`config.mk`:
```
export PLATFORM = sky130hd
export DESIGN_NAME = ula_mc_flat
export DESIGN_NICKNAME = d
export VERILOG_FILES = /design/src/rtl/ula_mc_if.sv /design/src/rtl/ula_mc.sv /design/src/flat_wrapper.sv
export SDC_FILE = /design/constraint.sdc
export NUM_CORES = 1
export LEC_CHECK = 0
export CORE_MARGIN = 2
export CORE_UTILIZATION = 37
export CTS_BUF_LIST = sky130_fd_sc_hd__clkbuf_8
export CTS_CLUSTER_DIAMETER = 100
export DETAILED_ROUTE_END_ITERATION = 6
export GPL_TIMING_DRIVEN = 0
export PLACE_DENSITY_LB_ADDON = 0.15
export SYNTH_ARGS = -nofsm -noshare
export SYNTH_HDL_FRONTEND = slang
export SYNTH_SLANG_ARGS = --single-unit
```
`constraint.sdc`:
```
create_clock -name CLK -period 7.3 [get_ports CLK]
set_input_delay 0.73 -clock CLK [delete_from_list [all_inputs] [get_ports CLK]]
set_output_delay 0.73 -clock CLK [all_outputs]
set_load 0.005 [all_outputs]
```
`src/rtl/ula_mc_if.sv`:
```
// Request/result bundle for ula_mc: operands and opcode in, registered result and flags out.
interface ula_mc_if #(parameter int WIDTH = 16);
    logic [WIDTH-1:0] OpA;
    logic [WIDTH-1:0] OpB;
    logic [3:0]       Op;
    logic             InValid;
    logic             InReady;
    logic [WIDTH-1:0] Res;
    logic             ResValid;
    logic [3:0]       FlagReg;

    modport master (output OpA, OpB, Op, InValid, input InReady, Res, ResValid, FlagReg);
    modport slave  (input OpA, OpB, Op, InValid, output InReady, Res, ResValid, FlagReg);
endinterface

```
`src/rtl/ula_mc.sv`:
```
// Multi-cycle ALU: single-cycle arithmetic/logic/shift, iterative MUL/DIVU/REMU.
// state | meaning
// IDLE  | accepting requests; single-cycle ops complete here
// BUSY  | iterating shift-add multiply or restoring divide, WIDTH steps
module ula_mc #(
    parameter int WIDTH = 16
) (
    input logic   CLK,
    input logic   RST,
    ula_mc_if.slave bus
);
    localparam int SHW = $clog2(WIDTH);

    localparam logic [3:0] OP_ADD  = 4'd0;
    localparam logic [3:0] OP_SUB  = 4'd1;
    localparam logic [3:0] OP_SLT  = 4'd2;
    localparam logic [3:0] OP_AND  = 4'd3;
    localparam logic [3:0] OP_OR   = 4'd4;
    localparam logic [3:0] OP_XOR  = 4'd5;
    localparam logic [3:0] OP_SLL  = 4'd6;
    localparam logic [3:0] OP_SRL  = 4'd7;
    localparam logic [3:0] OP_SRA  = 4'd8;
    localparam logic [3:0] OP_MUL  = 4'd9;
    localparam logic [3:0] OP_DIVU = 4'd10;
    localparam logic [3:0] OP_REMU = 4'd11;

    typedef enum logic {IDLE, BUSY} stateT;

    stateT            state;
    logic [WIDTH-1:0] resQ;
    logic [3:0]       flagQ;
    logic             validQ;
    logic [WIDTH-1:0] hi;
    logic [WIDTH-1:0] lo;
    logic [WIDTH-1:0] aReg;
    logic [WIDTH-1:0] bReg;
    logic [3:0]       opReg;
    logic [SHW-1:0]   cnt;

    logic [SHW-1:0]   amt;
    logic [WIDTH:0]   addWide;
    logic [WIDTH:0]   subWide;
    logic [WIDTH:0]   sllWide;
    logic [WIDTH:0]   srlWide;
    logic signed [WIDTH:0] sraWide;
    logic [WIDTH-1:0] scRes;
    logic             scC;
    logic             scV;
    logic             isMulti;

    logic [WIDTH:0]   mulSum;
    logic [WIDTH:0]   shifted;
    logic [WIDTH-1:0] trial;
    logic             ge;
    logic [WIDTH-1:0] stepHi;
    logic [WIDTH-1:0] stepLo;
    logic [WIDTH-1:0] finRes;
    logic             finV;

    assign bus.InReady  = (state == IDLE);
    assign bus.Res      = resQ;
    assign bus.FlagReg  = flagQ;
    assign bus.ResValid = validQ;

    assign isMulti = (bus.Op == OP_MUL) || (bus.Op == OP_DIVU) || (bus.Op == OP_REMU);

    // Shifts carry one extra guard bit so the last bit shifted out lands in a fixed position.
    always_comb begin
        amt     = bus.OpB[SHW-1:0];
        addWide = {1'b0, bus.OpA} + {1'b0, bus.OpB};
        subWide = {1'b0, bus.OpA} - {1'b0, bus.OpB};
        sllWide = {1'b0, bus.OpA} << amt;
        srlWide = {bus.OpA, 1'b0} >> amt;
        sraWide = $signed({bus.OpA, 1'b0}) >>> amt;
        scRes   = '0;
        scC     = 1'b0;
        scV     = 1'b0;
        case (bus.Op)
            OP_ADD: begin
                scRes = addWide[WIDTH-1:0];
                scC   = addWide[WIDTH];
                scV   = (bus.OpA[WIDTH-1] == bus.OpB[WIDTH-1]) && (addWide[WIDTH-1] != bus.OpA[WIDTH-1]);
            end
            OP_SUB: begin
                scRes = subWide[WIDTH-1:0];
                scC   = subWide[WIDTH];
                scV   = (bus.OpA[WIDTH-1] != bus.OpB[WIDTH-1]) && (subWide[WIDTH-1] != bus.OpA[WIDTH-1]);
            end
            OP_SLT: scRes = {{(WIDTH-1){1'b0}}, ($signed(bus.OpA) < $signed(bus.OpB))};
            OP_AND: scRes = bus.OpA & bus.OpB;
            OP_OR:  scRes = bus.OpA | bus.OpB;
            OP_XOR: scRes = bus.OpA ^ bus.OpB;
            OP_SLL: begin
                scRes = sllWide[WIDTH-1:0];
                scC   = sllWide[WIDTH];
            end
            OP_SRL: begin
                scRes = srlWide[WIDTH:1];
                scC   = srlWide[0];
            end
            OP_SRA: begin
                scRes = sraWide[WIDTH:1];
                scC   = sraWide[0];
            end
            default: scV = 1'b1;
        endcase
    end

    // One iteration of whichever long op is in flight; hi:lo is product or remainder:quotient.
    always_comb begin
        mulSum  = {1'b0, hi} + (lo[0] ? {1'b0, aReg} : '0);
        shifted = {hi, lo[WIDTH-1]};
        trial   = shifted[WIDTH-1:0] - bReg;
        ge      = (shifted >= {1'b0, bReg});
        if (opReg == OP_MUL) begin
            stepHi = mulSum[WIDTH:1];
            stepLo = {mulSum[0], lo[WIDTH-1:1]};
        end else begin
            stepHi = ge ? trial : shifted[WIDTH-1:0];
            stepLo = {lo[WIDTH-2:0], ge};
        end
        finRes = (opReg == OP_REMU) ? stepHi : stepLo;
        finV   = (opReg == OP_MUL) ? (stepHi != '0) : (bReg == '0);
    end

    always_ff @(posedge CLK) begin
        if (RST) begin
            state  <= IDLE;
            resQ   <= '0;
            flagQ  <= '0;
            validQ <= 1'b0;
            hi     <= '0;
            lo     <= '0;
            aReg   <= '0;
            bReg   <= '0;
            opReg  <= '0;
            cnt    <= '0;
        end else begin
            validQ <= 1'b0;
            case (state)
                IDLE: begin
                    if (bus.InValid) begin
                        if (isMulti) begin
                            state <= BUSY;
                            opReg <= bus.Op;
                            aReg  <= bus.OpA;
                            bReg  <= bus.OpB;
                            hi    <= '0;
                            lo    <= (bus.Op == OP_MUL) ? bus.OpB : bus.OpA;
                            cnt   <= SHW'(WIDTH - 1);
                        end else begin
                            resQ   <= scRes;
                            flagQ  <= {(scRes == '0), scRes[WIDTH-1], scC, scV};
                            validQ <= 1'b1;
                        end
                    end
                end
                BUSY: begin
                    hi <= stepHi;
                    lo <= stepLo;
                    if (cnt == '0) begin
                        state  <= IDLE;
                        resQ   <= finRes;
                        flagQ  <= {(finRes == '0), finRes[WIDTH-1], 1'b0, finV};
                        validQ <= 1'b1;
                    end else begin
                        cnt <= cnt - 1'b1;
                    end
                end
                default: state <= IDLE;
            endcase
        end
    end
endmodule

```
`src/flat_wrapper.sv`:
```
// flat-port wrapper written by rule: the top's interface ports become plain ports
module ula_mc_flat 
#(
    parameter int WIDTH = 16
)
  (CLK, RST, bus_OpA, bus_OpB, bus_Op, bus_InValid, bus_InReady, bus_Res, bus_ResValid, bus_FlagReg);
  ula_mc_if #(.WIDTH(WIDTH)) bus_i ();
  input logic CLK;
  input logic RST;
  input wire logic [$bits(bus_i.OpA)-1:0] bus_OpA;
  input wire logic [$bits(bus_i.OpB)-1:0] bus_OpB;
  input wire logic [$bits(bus_i.Op)-1:0] bus_Op;
  input wire logic [$bits(bus_i.InValid)-1:0] bus_InValid;
  output wire logic [$bits(bus_i.InReady)-1:0] bus_InReady;
  output wire logic [$bits(bus_i.Res)-1:0] bus_Res;
  output wire logic [$bits(bus_i.ResValid)-1:0] bus_ResValid;
  output wire logic [$bits(bus_i.FlagReg)-1:0] bus_FlagReg;
  assign bus_i.OpA = bus_OpA;
  assign bus_i.OpB = bus_OpB;
  assign bus_i.Op = bus_Op;
  assign bus_i.InValid = bus_InValid;
  assign bus_InReady = bus_i.InReady;
  assign bus_Res = bus_i.Res;
  assign bus_ResValid = bus_i.ResValid;
  assign bus_FlagReg = bus_i.FlagReg;
  ula_mc #(.WIDTH(WIDTH)) u_core (.CLK(CLK), .RST(RST), .bus(bus_i));
endmodule
```
======== Word-level counts from Yosys, hierarchy flattened ========
Cells that the tools add are included.
storage, ports and cells
  register bits after elaboration ......... 94
  bits of input ports ..................... 39
  logic and storage cells ................. 97
  output and inout bits ................... 22
operators by class
  reductions and logical operators ........ 15
  muxes and demuxes ....................... 36
  shift operators ......................... 3
  order comparisons ....................... 2
  equal/unequal tests ..................... 22
  add/sub/neg operators ................... 5
  bitwise operators ....................... 4
operators by type and width
  cell                                                                    count
  16-bit two-way mux                                                      13
  16-bit case mux with 9 select lines                                     1
  16-bit case mux with 2 select lines                                     3
  16-bit zero test                                                        3
  4-bit equality test (second input constant)                             6
  4-bit two-way mux                                                       6
  16-bit by 16-bit adder with 17-bit output                               1
  16-bit by 17-bit adder with 17-bit output                               1
  17-bit by 16-bit greater-or-equal comparator with 1-bit output          1
  16-bit by 4-bit left shift with 17-bit output                           1
  17-bit by 4-bit right shift with 17-bit output                          1
  17-bit by 4-bit >>> shifter with 17-bit output                          1
  16-bit by 16-bit subtractor with 17-bit output                          1
  16-bit bitwise AND                                                      1
  4-bit by 3-bit equality test with 1-bit output (second input constant)  4
  16-bit less-than comparator                                             1
  16-bit bitwise OR                                                       1
  4-bit case mux with 2 select lines                                      2
  16-bit nonzero test                                                     1
  16-bit subtractor                                                       1
  16-bit bitwise XOR                                                      1
  3-bit AND reduction                                                     3
  4-bit by 2-bit equality test with 1-bit output (second input constant)  2
  4-bit zero test                                                         2
  15 further kinds                                                        29

======== Longest topological paths before layout ========
Gate-level depths: netlist of the first run.
  word-level depth ........................ 7
  depth in mapped cells ................... 15
  depth with buffers taken out ............ 14

======== Least setup slack after synthesis of the first run ========
No wires, ideal clock.
  kind .................................... input port to flip-flop
  from .................................... input port bus_OpB[3]
  to ...................................... register u_core.flagQ[3], in the netlist u_core.bus.FlagReg[3]
  stages .................................. 14
  path slack .............................. 3.485 ns
  data required time ...................... 7.238 ns
  buffers on the path ..................... 2
  data arrival time ....................... 3.753 ns
  library setup time ...................... 0.062 ns
  cell sequence ........................... clkbuf_1 clkinv_1 ha_1 clkbuf_1 o21ai_0 o21ai_0 a31o_2 o21ai_0 a211o_1 and4_1 or3_1 nor4b_1 nand3_1 nand3_1
between the ends
  cells in the longest elaborated chain, start to end .. 6
  elaborated cells on any way between the ends .. 14
  those cells by class .................... 2 x add/sub; 1 x order compare; 3 x shift; 4 x mux; 3 x bitwise; 1 x reduce/logical
RTL lines
  item                                                                    RTL line            RTL
  start, declared                                                         flat_wrapper.sv:11  input wire logic [$bits(bus_i.OpB)-1:0] bus_OpB;
  16-bit by 16-bit subtractor with 17-bit output (tied with other cells)  ula_mc.sv:71        subWide = {1'b0, bus.OpA} - {1'b0, bus.OpB};
  16-bit case mux with 9 select lines *                                   ula_mc.sv:78        case (bus.Op)
  16-bit zero test *                                                      ula_mc.sv:153       flagQ <= {(scRes == '0), scRes[WIDTH-1], scC, scV};
  4-bit two-way mux *                                                     ula_mc.sv:143       if (isMulti) begin
  4-bit two-way mux *                                                     ula_mc.sv:142       if (bus.InValid) begin
  4-bit case mux with 2 select lines *                                    ula_mc.sv:140       case (state)
  end signal, assigned                                                    ula_mc.sv:153
  end signal, assigned                                                    ula_mc.sv:164       flagQ <= {(finRes == '0), finRes[WIDTH-1], 1'b0, finV};
  end, declared                                                           ula_mc.sv:31        logic [3:0] flagQ;
Mark *: on every way between the ends. The rest lies on a longest branch, timed or not. The select of a mux whose other input is x is not followed.
A chain may end at the register's enable or synchronous reset.

======== Worst setup path in the final report of the first run ========
Same ends and word-level chain as after synthesis.

==> results of run 1 <==
==> state kept, by name, indices dropped and copies added (netlist names) <==
register             flops
u_core.lo               16
u_core.bus.Res          15
u_core.bus.ResValid      1
u_core.bReg             16
u_core.hi               16
u_core.opReg             4
u_core.aReg             16
u_core.cnt               4
u_core.bus.FlagReg       4
u_core.state             1
==> cells in the mapped netlist, types with 23 or more instances <==
cell	count	area share, %
mux2i_1	47	4.4
ha_1	82	9.5
a21oi_1	132	6.1
dfxtp_1	93	17
nand2_1	194	6.7
a211oi_1	43	3.0
nand3_1	42	1.9
nor3_1	35	1.6
and3_1	23	1.3
and2_1	24	1.4
clkbuf_1	98	3.4
inv_1	79	2.7
o211ai_1	24	1.7
nor2_1	150	5.2
o21ai_0	69	3.2
==> layout by cell type, fill, tap and decap left out, types with 7 or more instances in the layout <==
cell	Yosys	layout
o31ai_1	18	18
nor2b_1	8	8
o21a_1	9	9
a311oi_1	20	20
and3_1	23	23
a211o_1	11	11
clkbuf_1	98	98
inv_1	79	79
or2_2	8	8
a2111oi_0	8	8
a221oi_1	15	15
o22ai_1	9	9
nor3_1	35	35
clkbuf_8	0	11
mux2_2	11	11
a31oi_1	21	21
dfxtp_1	93	93
nand2_1	194	194
a22oi_1	9	9
nor2_1	150	150
mux2i_1	47	47
a21oi_1	132	132
nor4_1	15	14
buf_1	10	10
xor2_1	10	10
ha_1	82	82
and2_1	24	24
clkdlybuf4s50_1	0	58
nand2b_1	14	14
xnor2_1	21	21
nand4_1	15	15
a21o_1	9	9
o221ai_1	7	7
o21ai_0	69	69
mux4_2	15	15
o211ai_1	24	24
buf_2	9	9
or3_1	13	13
a211oi_1	43	43
nand3_1	42	42
==> where the power goes <==
group / switching, W / internal, W
clock: 0.000204 / 0.000181
sequential: 0.0000247 / 0.000531
combinational: 0.000518 / 0.000279
==> path summary, 6_finish.rpt <==
| path | endpoint | slack (ps) |
|---|---|---|
| worst min register to register | u_core.aReg[6] | 460 |
| worst min-delay path | u_core.aReg[6] | 460 |
| worst max register to register | u_core.bus.FlagReg[0] | 2530 |
| worst max-delay path | u_core.bus.FlagReg[3] | 1970 |
==> layer usage <==
metal	GRT usage, %	wire [um]	part of all wire (%)
met2	51.5	22800	46
met3	3.68	3280	6.6
met1	41.7	21300	43
met4	13.4	2300	4.6
met5	0	0	0
==> layout make-up <==
class	count	area [um^2]	share of cell area (%)
multi-input combinational	1227	8160	67.5
sequential	93	1860	15.4
timing repair buffer	58	581	4.81
tap	384	480	3.98
buffer	120	473	3.92
inverter	83	312	2.58
clock buffer	11	151	1.25
clock inverter	5	63.8	0.528
==> critical path, stage by stage <==
cell,delay (ps)
clkdlybuf4s50_1,540
clkbuf_1,450
clkinv_1,570
ha_1,460
clkbuf_1,210
nand2b_1,150
o311ai_0,230
a21o_1,300
a21o_1,210
a2111oi_0,740
o31ai_1,290
a2111oi_0,330
and3b_1,210
nand3_1,130
nand3_1,100
==> stage by stage <==
step	std cells	power [W]	area, um^2	worst slack [ps]	hold slack, ps
6_report	1981	0.00174	12100	1970	459
5_1_grt	1981	0.00181	12100	1750	474
4_1_cts	1981	0.00172	12100	2160	459
3_5_place_dp	1965	0.00134	11900	1770	446
3_3_place_gp	1965	0.00134	11900	1710	440
2_1_floorplan	1523	0.00105	10800	3490	432
==> kinds of logic (layout without fill, tap and decap cells) <==
logic type               after synthesis  after routing  share of synthesized area (%)
AO/OA/AOI/OAI                        464            464                           29.1
XOR/XNOR                              31             31                           2.52
adder cells (fa/ha/maj)               86             86                           10.2
buffers and inverters                203            277                           7.27
flip-flops                            93             93                           17.2
multiplexers                          73             73                           8.63
AND/OR/NAND/NOR                      573            573                           25.0
==> impl_metrics.ini, run 1 <==
[status]
outcome = finished, final reports clean

[finish]
fillers = 3106
syn_to_final_growth_pct = 11.9
fin_util_pct = 42.1
drive_above_1_share_pct = 5.01
insertedDiodeCount = 0
fin_nets = 1717

[critical_path]
startpoint_type = input pin
crit_arrival_ps = 5650
crit_start = bus_OpB[3]
worst-path-max-fanout = 10
crit_type = in2reg
reg2regPathDepth = 14
critPathCaptureType = flop
r2r-start = u_core.lo[0]
required_ps = 7630

[sta]
min_period_over_period_pct = 73.0
finalSetupViolCount = 0
clock_skew_ps = 22.5
worst_slew_pin_slew_ps = 1190
rsz0062_at_grt = false
slew_viol_final = 0
setup_tns_ps = 0
period_needed_ps = 5330
hold_viol_final = 0
slew_headroom_pct = 18.4
fmax_ghz = 0.188

[yosys]
avgSynthCellArea_um2 = 7.09
synth_seq_cells = 93
async_flop_share_pct = 0
synth_cells = 1523
synth_edf_count = 0
syn_nets = 1648
ys_warn_count = 0
synth_top_flop_cell = dfxtp_1
netlist_area_um2 = 10800
synth_cell_types = 86
synth_seq_area_share_pct = 17.2

[placement]
port_buffers = 58
place.gp.congestion = 1.00
dp_hpwl_um = 38900

[die]
rows = 62
fp.dieW_um = 175
initial_core_util_pct = 37.6
io_pins = 61
die_area_um2 = 30600
core_region_area_um2 = 28700
fp.dieH_um = 175

[grt]
overflow = 0
antenna_found_initial = 0
grt_pass1_wl_um = 73000
first_global_vias = 11442
grt_max_degree = 17
track_usage_pct = 31.4

[drt]
drcViolationCount = 0
drtPass1Iterations = 6
drt_iter0_drc = 1379
post_drt_via_cell_ratio = 6.28
wl_per_cell_um = 25.1
wl_um = 49700
vias = 12438
ant_nets = 0

[clock_tree]
cts_tree = done
cts_root_buf = clkbuf_8
cts.reportedPaths.clkPinSlew_ps = 100
cts_resized = 0
h-tree-depth = 3
cts-hold-fix-buffers = 0
postCtsSetupBuffers = 0
cts.sinks = 93
clk_path_buf_depth = 2
clock_latency_ps = 380
cts_buffers = 9

[pwr]
p_per_area_nw_per_um2 = 144
ir_drop_uv = 79.9
p_leak_nw = 4.59

[worst_hold_path]
hold_start = u_core.aReg[6]
min_path_cells = 2
hold_class = reg2reg

[flow_run]
maxCapViolCount = 0
No activity file was read; power rests on OpenSTA's default activity.
==> run 2: changes to the inputs <==
==> constraint.sdc (replaced) <==
create_clock -name CLK -period 5.4 [get_ports CLK]
set_input_delay 0.54 -clock CLK [delete_from_list [all_inputs] [get_ports CLK]]
set_output_delay 0.54 -clock CLK [all_outputs]
set_load 0.005 [all_outputs]
==> results of run 2 <==
The final DEF is identical to that of run 1. Status: finished, final reports clean.
Among the figures that moved: setup slack after placement 1770 ps -> 59.2 ps; setup slack after layout 1970 ps -> 262 ps; register-to-register setup slack 2530 ps -> 630 ps; total power 0.00174 W -> 0.00235 W; worst IR drop on VDD 79.9 uV -> 108 uV
